===== src/rtl/conv_pkg.sv =====
// conv_pkg: shared types and constants for the convolution operand feeder.
// Holds the feeder state encoding, the default operand width and the MAC
// pipeline latency that sets how long the feeder drains before a result is final.
package conv_pkg;

  typedef enum logic [2:0] {
    IDLE,
    LOAD,
    PRIME,
    ISSUE,
    DRAIN1,
    DRAIN2,
    DONE
  } state_t;

  localparam int DEF_WIDTH = 14;

  // Cycles from the MAC capturing its last operand pair to f being final.
  // DRAIN1 covers MAC_LAT-1 cycles; DRAIN2 is the cycle f is sampled and cleared.
  localparam int MAC_LAT = 2;

  function automatic int clog2_min1(input int v);
    return (v > 1) ? $clog2(v) : 1;
  endfunction

endpackage


===== src/rtl/conv_feeder_rf.sv =====
// conv_feeder_rf: small register file, one synchronous write port and one
// combinational read port. ZERO_RST=1 adds asynchronous active-low zeroing of
// every entry; ZERO_RST=0 leaves the storage unreset.
module conv_feeder_rf #(
  parameter int DATA_W   = 14,
  parameter int DEPTH    = 8,
  parameter int AW       = 3,
  parameter bit ZERO_RST = 1'b0
) (
  input  logic                     clk,
  input  logic                     rst_n,
  input  logic                     i_we,
  input  logic [AW-1:0]            i_waddr,
  input  logic signed [DATA_W-1:0] i_wdata,
  input  logic [AW-1:0]            i_raddr,
  output logic signed [DATA_W-1:0] o_rdata
);

  logic signed [DATA_W-1:0] r_mem [DEPTH];

  generate
    if (ZERO_RST) begin : g_zero
      // Write port with asynchronous clear of the whole array
      always_ff @(posedge clk or negedge rst_n) begin
        if (!rst_n) begin
          for (int i = 0; i < DEPTH; i++) r_mem[i] <= '0;
        end else if (i_we) begin
          r_mem[i_waddr] <= i_wdata;
        end
      end
    end else begin : g_plain
      logic w_unused_rst;
      assign w_unused_rst = rst_n;
      // Write port, storage keeps its contents through reset
      always_ff @(posedge clk) begin
        if (i_we) r_mem[i_waddr] <= i_wdata;
      end
    end
  endgenerate

  assign o_rdata = r_mem[i_raddr];

endmodule


===== src/rtl/conv_feeder.sv =====
// conv_feeder: loads filter w[0..M-1] and input x[0..N-1] over a valid/ready
// stream, then sequences operand pairs into a 2-stage MAC to form the valid
// 1-D convolution y[m] = sum_k x[m+k]*w[k], flagging each final y[m].
// Optional feature: define CONV_FEEDER_WKEEP_EN to add keep_w, which lets a
// job reuse the stored filter and load only the N input words.
module conv_feeder
  import conv_pkg::*;
#(
  parameter int WIDTH = DEF_WIDTH,
  parameter int N     = 8,
  parameter int M     = 3,
  localparam int YW   = clog2_min1(N - M + 1)
) (
  input  logic                    clk,
  input  logic                    reset,
  input  logic                    start,
`ifdef CONV_FEEDER_WKEEP_EN
  input  logic                    keep_w,
`endif
  input  logic signed [WIDTH-1:0] s_data,
  input  logic                    s_valid,
  output logic                    s_ready,
  output logic signed [WIDTH-1:0] mac_a,
  output logic signed [WIDTH-1:0] mac_b,
  output logic                    mac_valid,
  output logic                    mac_clr,
  output logic                    y_valid,
  output logic [YW-1:0]           y_idx,
  output logic                    busy,
  output logic                    done
);

  localparam int LDW = clog2_min1(M + N);
  localparam int KW  = clog2_min1(M);
  localparam int XW  = clog2_min1(N);
  localparam int DW  = clog2_min1(MAC_LAT - 1);

  localparam logic [LDW-1:0] LD_LAST_FULL = LDW'(M + N - 1);
  localparam logic [LDW-1:0] LD_LAST_KEEP = LDW'(N - 1);
  localparam logic [LDW-1:0] LD_W_WORDS   = LDW'(M);
  localparam logic [KW-1:0]  K_LAST       = KW'(M - 1);
  localparam logic [YW-1:0]  M_LAST       = YW'(N - M);
  localparam logic [DW-1:0]  D_LAST       = DW'(MAC_LAT - 2);

  state_t           r_state;
  logic [LDW-1:0]   r_ld_cnt;
  logic [KW-1:0]    r_k;
  logic [YW-1:0]    r_m;
  logic [DW-1:0]    r_dcnt;

  logic                    w_keep;
  logic                    w_in_w;
  logic                    w_w_we;
  logic                    w_x_we;
  logic [KW-1:0]           w_w_waddr;
  logic [XW-1:0]           w_x_waddr;
  logic [LDW-1:0]          w_ld_last;
  logic [XW-1:0]           w_x_raddr;
  logic signed [WIDTH-1:0] w_w_rd;
  logic signed [WIDTH-1:0] w_x_rd;

`ifdef CONV_FEEDER_WKEEP_EN
  logic r_keep;
  assign w_keep = r_keep;
`else
  assign w_keep = 1'b0;
`endif

  // Load routing: first M words fill w (unless the filter is kept), the rest fill x
  assign w_in_w    = !w_keep && (r_ld_cnt < LD_W_WORDS);
  assign w_w_we    = (r_state == LOAD) && s_valid && w_in_w;
  assign w_x_we    = (r_state == LOAD) && s_valid && !w_in_w;
  assign w_w_waddr = KW'(r_ld_cnt);
  assign w_x_waddr = w_keep ? XW'(r_ld_cnt) : XW'(r_ld_cnt - LD_W_WORDS);
  assign w_ld_last = w_keep ? LD_LAST_KEEP : LD_LAST_FULL;
  assign w_x_raddr = XW'(r_m) + XW'(r_k);

  conv_feeder_rf #(
    .DATA_W  (WIDTH),
    .DEPTH   (M),
    .AW      (KW),
    .ZERO_RST(1'b1)
  ) u_w_rf (
    .clk    (clk),
    .rst_n  (reset),
    .i_we   (w_w_we),
    .i_waddr(w_w_waddr),
    .i_wdata(s_data),
    .i_raddr(r_k),
    .o_rdata(w_w_rd)
  );

  conv_feeder_rf #(
    .DATA_W  (WIDTH),
    .DEPTH   (N),
    .AW      (XW),
    .ZERO_RST(1'b0)
  ) u_x_rf (
    .clk    (clk),
    .rst_n  (reset),
    .i_we   (w_x_we),
    .i_waddr(w_x_waddr),
    .i_wdata(s_data),
    .i_raddr(w_x_raddr),
    .o_rdata(w_x_rd)
  );

  // Job sequencer: state plus load, tap, window and drain counters
  always_ff @(posedge clk or negedge reset) begin
    if (!reset) begin
      r_state  <= IDLE;
      r_ld_cnt <= '0;
      r_k      <= '0;
      r_m      <= '0;
      r_dcnt   <= '0;
`ifdef CONV_FEEDER_WKEEP_EN
      r_keep   <= 1'b0;
`endif
    end else begin
      case (r_state)
        IDLE: begin
          if (start) begin
            r_state <= LOAD;
`ifdef CONV_FEEDER_WKEEP_EN
            r_keep  <= keep_w;
`endif
          end
        end
        LOAD: begin
          if (s_valid) begin
            if (r_ld_cnt == w_ld_last) begin
              r_ld_cnt <= '0;
              r_state  <= PRIME;
            end else begin
              r_ld_cnt <= r_ld_cnt + 1'b1;
            end
          end
        end
        PRIME: begin
          r_k     <= '0;
          r_m     <= '0;
          r_state <= ISSUE;
        end
        ISSUE: begin
          if (r_k == K_LAST) begin
            r_k     <= '0;
            r_state <= DRAIN1;
          end else begin
            r_k <= r_k + 1'b1;
          end
        end
        DRAIN1: begin
          if (r_dcnt == D_LAST) begin
            r_dcnt  <= '0;
            r_state <= DRAIN2;
          end else begin
            r_dcnt <= r_dcnt + 1'b1;
          end
        end
        DRAIN2: begin
          if (r_m == M_LAST) begin
            r_m     <= '0;
            r_state <= DONE;
          end else begin
            r_m     <= r_m + 1'b1;
            r_state <= ISSUE;
          end
        end
        DONE:    r_state <= IDLE;
        default: r_state <= IDLE;
      endcase
    end
  end

  // Moore output decode from the state and counter flops
  always_comb begin
    s_ready   = (r_state == LOAD);
    mac_valid = (r_state == ISSUE);
    mac_a     = (r_state == ISSUE) ? w_x_rd : '0;
    mac_b     = (r_state == ISSUE) ? w_w_rd : '0;
    mac_clr   = (r_state == PRIME) || (r_state == DRAIN2);
    y_valid   = (r_state == DRAIN2);
    y_idx     = (r_state == DRAIN2) ? r_m : '0;
    busy      = (r_state != IDLE);
    done      = (r_state == DONE);
  end

endmodule


===== config.mk =====
export PLATFORM = sky130hd
export DESIGN_NAME = conv_feeder
export DESIGN_NICKNAME = d
export VERILOG_FILES = /design/src/rtl/conv_pkg.sv /design/src/rtl/conv_feeder_rf.sv /design/src/rtl/conv_feeder.sv
export SDC_FILE = /design/constraint.sdc
export NUM_CORES = 1
export LEC_CHECK = 0
export CAP_MARGIN = 25
export CORE_MARGIN = 10
export CORE_UTILIZATION = 60
export CTS_CLUSTER_DIAMETER = 150
export CTS_CLUSTER_SIZE = 10
export DETAILED_ROUTE_END_ITERATION = 8
export PLACE_DENSITY = 0.82
export SLEW_MARGIN = 15
export SYNTH_ARGS = -nofsm -noshare
export SYNTH_HDL_FRONTEND = slang
export SYNTH_SLANG_ARGS = --single-unit

===== constraint.sdc =====
create_clock -name clk -period 9.11 [get_ports clk]
set_clock_uncertainty 0.15 [all_clocks]
set_input_delay 1.3665 -clock clk [delete_from_list [all_inputs] [get_ports clk]]
set_output_delay 1.3665 -clock clk [all_outputs]
set_load 0.01 [all_outputs]

==> summary.txt, run 1 <==
CTS tree -> done
initial cell density of the core -> 0.615
clock power share -> 0.289
yosys synthesis warning count -> 0
Max stage delay cell, worst path -> dfrtp_1
slowest cell delay on critical path -> 970 ps
wire per inst -> 22.4 um
row cnt -> 39
DIE WIDTH -> 128 um
Post-CTS Resized -> 0
Min-Delay Path Class -> reg -> reg
mapped cell area -> 7050 um2
Startpoint Class -> register
Tightest Pin Transition -> 955 ps
post-DP HPWL -> 8800 um
Synth Instances -> 411
crit-path max FO -> 19
clock sinks -> 166
CTS H-tree lvls -> 4
gr ovfl total -> 0
Pleak -> 3.03 nW
latest clock arrival within the worst-skew pair -> 420 ps
Final Total Pwr -> 2.66 mW
internal power -> 1.89 mW
worst reg2reg startpoint -> r_ld_cnt[0]$_DFFE_PN0P_
Switch Pwr -> 0.773 mW
DRC -> 0
Post-synth top cells -> edfxtp_1 (112), dfrtp_1 (54), mux2_1 (30)
most frequent cell after synthesis -> edfxtp_1
drt first-iter violations -> 350
global placer's final weighted congestion -> 0.818
period utilization -> 0.593
vias in the first global route -> 4051
post-CTS setup buffers -> 0
hold buffer count at cts -> 0
critical path arrival -> 3890 ps
flop2flop setup slack -> 6970 ps
critical path data required time -> 7590 ps
EDFF count, synth -> 112
layout cells sized above 1 -> 0.223
crit path time final -> 5410 ps
Mapped Avg Cell Area -> 17.1 um2
Synth-to-Final Area Change -> 19.1%
Vias -> 3813
syn nets -> 435
Area contributors post-synth -> edfxtp_1 (48%), dfrtp_1 (19%), mux4_2 (8.9%)
max-slew violation count -> 0
CP bufs+invs -> 2
global-route wire length before repair -> 22700 um
Top Ports -> 55
setup_tns -> 0 ps
largest net degree at the start of global routing -> 55
GRT Overall Usage -> 0.181
Clock Path Buffers -> 2
drt pass-1 iters -> 5
die area -> 16500 um2
Die Ht -> 128 um
relative slew slack -> 0.363
distinct cell type count after synthesis -> 44
Critical Path Sink Type -> output pin
largest area contributor in the netlist -> edfxtp_1
Register Area -> 4710 um2
vias per cell -> 6.04
Post-Route WL -> 14100 um
outcome -> complete, no violations
number of max-cap violations -> 0
final count of hold timing violations -> 0
Power Dens Cells -> 317 nW/um2
CTS buffer count -> 17
kind of critical path -> reg -> out
Detail Route Antenna Nets -> 0
final-layout fill cell count -> 662
Combinational Power Share -> 0.284
port bufs -> 54
area of the multi-input gates -> 2200 um2
Reg-to-Reg End -> u_x_rf.r_mem[4][9]$_DFFE_PP_
Min-Delay Path Depth -> 1
Root Buffer -> clkbuf_16
worst vdd rail ir drop -> 0.205 mV
hold path startpoint -> u_w_rf.r_mem[25]$_DFFE_PN0P_
final count of negative-setup-slack endpoints -> 0
Synth Flop Type -> edfxtp_1
Reg clk slew, reported paths -> 60 ps
Hold EP -> u_w_rf.r_mem[25]$_DFFE_PN0P_
Reg power frac -> 0.427
number of synthesized register bits -> 166
Post-synth ARST share -> 0.325
Antenna Cells -> 0
Fmax -> 185 MHz
Final #Nets -> 500
switching part of the total -> 0.291
crit path cell chain -> inv_1 > fa_1 > xor2_1 > and2_0 > a22o_1 > clkdlybuf4s50_1
Core ar. -> 11500 um2
Synth top area share -> 0.477
Top delay family on crit path -> flip-flops
antenna violations before repair -> 0
unrepaired setup endpoints after global routing -> no
register area share after synthesis -> 0.669
R2R depth -> 5
[worst max-delay path by stage]
stage	startpoint	endpoint	slack (ps)	cells past startpoint
final	r_k[1]$_DFFE_PN0P_	mac_a[9]	3700	6
after global routing	r_k[1]$_DFFE_PN0P_	mac_a[6]	3500	6
after CTS	r_k[1]$_DFFE_PN0P_	mac_a[9]	3520	6
after detailed placement	r_k[1]$_DFFE_PN0P_	mac_a[9]	4090	6
after global placement	r_k[1]$_DFFE_PN0P_	mac_a[1]	4200	6
after floorplan	r_k[1]$_DFFE_PN0P_	mac_a[10]	5100	8
[layout make-up]
| type | instances | area share |
|---|---|---|
| clock inverters | 12 | 0.0243 |
| well taps | 143 | 0.0213 |
| inverters | 9 | 0.00403 |
| flip-flops and latches | 166 | 0.562 |
| clock buffers | 19 | 0.0516 |
| repair buffers | 65 | 0.0751 |
| multi-input cells | 217 | 0.262 |
[through the flow]
stage	setup slack, ps	utilization	instance area [um2]	std cells	hold slack [ps]
2_1_floorplan	5100	-	7050	411	314
3_3_place_gp	4200	0.674	7730	599	323
3_5_place_dp	4090	0.674	7730	599	331
4_1_cts	3520	0.730	8370	630	345
5_1_grt	3500	0.732	8390	631	356
6_report	3700	0.732	8390	631	343
[power by group through the flow]
stage | sequential, mW | clock, mW | combinational (mW)
floorplan | 1.09 | 0 | 0.545
global placement | 1.13 | 0 | 0.724
detailed placement | 1.15 | 0 | 0.749
CTS | 1.13 | 0.775 | 0.757
global route | 1.16 | 0.809 | 0.829
finish | 1.14 | 0.769 | 0.755
[routing by layer]
layer  GRT usage  wire length (um)  up-vias
met3      0.0464              1060       21
li1            -                 -     1716
met5           0                 0        -
met4      0.0795               278        0
met2       0.288              7020      144
met1       0.230              5770     1932
[cell usage in the layout, fill, tap and decap left out, types with 2 or more instances in the layout]
cell	n
clkdlybuf4s50_1	53
nand2b_1	5
clkbuf_1	2
o22ai_1	2
clkinvlp_4	2
nand3b_1	4
mux2i_1	16
nand2_1	20
clkbuf_16	17
mux4_2	28
buf_4	10
mux2_2	15
ha_1	4
a22o_1	17
bufinv_16	5
a21oi_1	16
nor2b_1	2
dfrtp_1	54
edfxtp_1	112
nor2_1	9
a21o_1	2
o21ai_0	4
inv_1	9
mux2_1	30
nor3_2	2
nor3b_1	2
nand3_4	3
or2_2	14
and2_1	3
clkinv_4	4
[logic make-up after synthesis]
kind of cell | count (synthesis) | synth area share
XOR/XNOR | 2 | 0.00249
AND/OR/NAND/NOR | 75 | 0.0662
multiplexers | 89 | 0.184
AO/OA/AOI/OAI | 45 | 0.0447
flip-flops | 166 | 0.669
buffers and inverters | 28 | 0.0217
adder cells (fa/ha/maj) | 6 | 0.0117
[sequential cells by signal, indices dropped and copies added, names as in the netlist]
name / count
u_w_rf.r_mem: 42
r_k: 2
u_x_rf.r_mem: 112
r_m: 3
r_state: 3
r_ld_cnt: 4
Note: power is estimated with default switching activity, not from simulation.
==> run 2, diff against run 1 <==
--- a/config.mk
+++ b/config.mk
@@ -7,11 +7,11 @@
 export LEC_CHECK = 0
 export CAP_MARGIN = 25
 export CORE_MARGIN = 10
-export CORE_UTILIZATION = 60
+export CORE_UTILIZATION = 52
 export CTS_CLUSTER_DIAMETER = 150
 export CTS_CLUSTER_SIZE = 10
 export DETAILED_ROUTE_END_ITERATION = 8
-export PLACE_DENSITY = 0.82
+export PLACE_DENSITY = 0.75
 export SLEW_MARGIN = 15
 export SYNTH_ARGS = -nofsm -noshare
 export SYNTH_HDL_FRONTEND = slang
==> constraint.sdc (replaced) <==
create_clock -name clk -period 4.48 [get_ports clk]
set_clock_uncertainty 0.15 [all_clocks]
set_input_delay 0.672 -clock clk [delete_from_list [all_inputs] [get_ports clk]]
set_output_delay 0.672 -clock clk [all_outputs]
set_load 0.01 [all_outputs]
==> run 2 against run 1 <==
  * Non-clock buffer count up 5
  * Worst setup slack worse by 3100 ps
  * Critical path type unchanged
  * Highest routed layer unchanged
  * Register-to-register slack got worse by 4700 ps
  * Combinational power grew 110%
  * Wire length up 1.0%
  * Sequential share of layout area decreased by 0.067 points
==> summary.txt, run 2 (synthesis results as in run 1) <==
Final Total Pwr -> 5.27 mW (+98%)
Die Ht -> 136 um (+6.3%)
CTS buffer count -> 17 (unchanged)
row cnt -> 42 (+7.7%)
R2R depth -> 5 (unchanged)
internal power -> 3.72 mW (+97%)
Fmax -> 257 MHz
global-route wire length before repair -> 22800 um (+0.58%)
Root Buffer -> clkbuf_16
Synth-to-Final Area Change -> 19.2%
critical path arrival -> 3070 ps (-820 ps)
layout cells sized above 1 -> 0.225 (+0.00134)
max-slew violation count -> 0 (unchanged)
Post-CTS Resized -> 0 (unchanged)
Pleak -> 3.04 nW (about the same)
drt first-iter violations -> 252 (-28%)
Startpoint Class -> register
Switch Pwr -> 1.55 mW (+100%)
Reg power frac -> 0.430 (+0.003)
vias per cell -> 5.64 (-6.6%)
most frequent cells in the layout -> edfxtp_1 (112), dfrtp_1 (54), clkdlybuf4s50_1 (53)
crit-path max FO -> 28 (+9)
global placer's final weighted congestion -> 0.782 (-4.4%)
largest registers -> u_x_rf.r_mem x112, u_w_rf.r_mem x42, r_ld_cnt x4
Core ar. -> 13200 um2 (+15%)
Placed Area -> 7820 um2 (+1.1%)
Top Ports -> 55 (unchanged)
final count of negative-setup-slack endpoints -> 0 (unchanged)
Vias -> 3782 (-0.81%)
Reg-to-Reg End -> u_x_rf.r_mem[4][7]$_DFFE_PP_
post-DP HPWL -> 9090 um (+3.2%)
hold buffer count at cts -> 0 (unchanged)
Detail Route Antenna Nets -> 0 (unchanged)
clock power share -> 0.274 (-0.015)
outcome -> complete, no violations
final count of hold timing violations -> 0 (unchanged)
Clock Path Buffers -> 2 (unchanged)
Min-Delay Path Class -> in -> async
Reg with most FFs -> u_x_rf.r_mem
Post-Route WL -> 14300 um (+1.0%)
Critical Path Start -> r_m[0]$_DFFE_PN0P_
unrepaired setup endpoints after global routing -> no
kind of critical path -> reg -> out
max reg flops -> 112 (unchanged)
antenna violations before repair -> 0 (unchanged)
final instance area -> 8400 um2 (+0.12%)
relative slew slack -> 0.540 (+0.177)
Critical Path Sink Type -> output pin
Power Dens Cells -> 628 nW/um2 (+98%)
crit path to -> mac_a[6]
Reg clk slew, reported paths -> 60 ps (about the same)
DP Worst Slack -> 1020 ps (-3070 ps)
critical path data required time -> 3660 ps (-3930 ps)
worst vdd rail ir drop -> 0.308 mV (+50%)
setup_tns -> 0 ps (unchanged)
Final #Nets -> 505 (+1.0%)
Combinational Power Share -> 0.296 (+0.012)
crit path time final -> 3890 ps
DIE WIDTH -> 136 um (+6.3%)
final hold slack -> 231 ps (-112 ps)
clock sinks -> 166 (unchanged)
worst reg2reg startpoint -> r_ld_cnt[0]$_DFFE_PN0P_
largest net degree at the start of global routing -> 55 (unchanged)
wire per inst -> 21.3 um (-4.9%)
CTS H-tree lvls -> 4 (unchanged)
latest clock arrival within the worst-skew pair -> 410 ps (about the same)
flop2flop setup slack -> 2260 ps (-4710 ps)
Antenna Cells -> 0 (unchanged)
most common cell after layout, fill and taps aside -> edfxtp_1
drt pass-1 iters -> 4 (-1)
final-layout fill cell count -> 994 (+50%)
initial cell density of the core -> 0.532 (-0.0824)
DRC -> 0 (unchanged)
die area -> 18600 um2 (+13%)
vias in the first global route -> 4054 (+0.074%)
post-CTS setup buffers -> 0 (unchanged)
period utilization -> 0.869
dpl cells -> 638 (+6.5%)
non-filler cells in the finished layout -> 670 (+6.2%)
CTS tree -> done
gr ovfl total -> 0 (unchanged)
Tightest Pin Transition -> 690 ps (-266 ps)
GRT Overall Usage -> 0.162 (-0.0186)
Setup WS post-layout -> 586 ps (-3120 ps)
number of max-cap violations -> 0 (unchanged)
Final Util -> 0.634 (-0.0974)
switching part of the total -> 0.294 (+0.00348)
port bufs -> 54 (unchanged)
## run 2: changes by cell type in the layout (fill, tap and decap cells not counted), sizes merged
cell	delta
clkinv	+1
inv	+3
buf	+5
bufinv	-2
clkbuf	-1
## run 2: worst min-delay path by stage
stage | cells after the start | endpoint | startpoint
CTS | 2 | u_w_rf.r_mem[1]$_DFFE_PN0P_ | reset
floorplan | 0 | r_k[0]$_DFFE_PN0P_ | reset
global route | 2 | u_w_rf.r_mem[2]$_DFFE_PN0P_ | reset
global placement | 1 | u_w_rf.r_mem[38]$_DFFE_PN0P_ | u_w_rf.r_mem[38]$_DFFE_PN0P_
finish | 2 | r_m[0]$_DFFE_PN0P_ | reset
detailed placement | 1 | u_w_rf.r_mem[10]$_DFFE_PN0P_ | u_w_rf.r_mem[10]$_DFFE_PN0P_
## run 2: routing by layer
layer / up-vias / global-route usage / part of all wire
met3: 9 / 0.0443 / 0.045
li1: 1726 / - / -
met2: 84 / 0.269 / 0.52
met5: - / 0 / 0
met1: 1963 / 0.205 / 0.42
met4: 0 / 0.0444 / 0.0079
## run 2: power groups by stage
stage               logic (mW)  registers [mW]  clock network (mW)
finish                    1.56            2.27                1.45
global placement          1.54            2.26                   0
CTS                       1.60            2.27                1.47
detailed placement        1.58            2.30                   0
global route              1.71            2.31                1.54
floorplan                 1.11            2.23                   0
## run 2: area by class of cell
type	instances	area [um2]	share of cell area
clock buffer	18	429	0.0511
clock inverter	14	156	0.0186
inverter	9	33.8	0.00402
multi-input combinational	217	2190	0.261
sequential	166	4710	0.561
tap	176	220	0.0262
timing repair buffer	70	656	0.0780
## run 2: critical path, stage by stage, from the launching register on
cell             delay [ps]
dfrtp_1                 440
ha_2                    200
inv_1                    40
fa_1                    480
buf_4                   370
mux4_2                  380
a22o_1                  250
clkdlybuf4s50_1         480
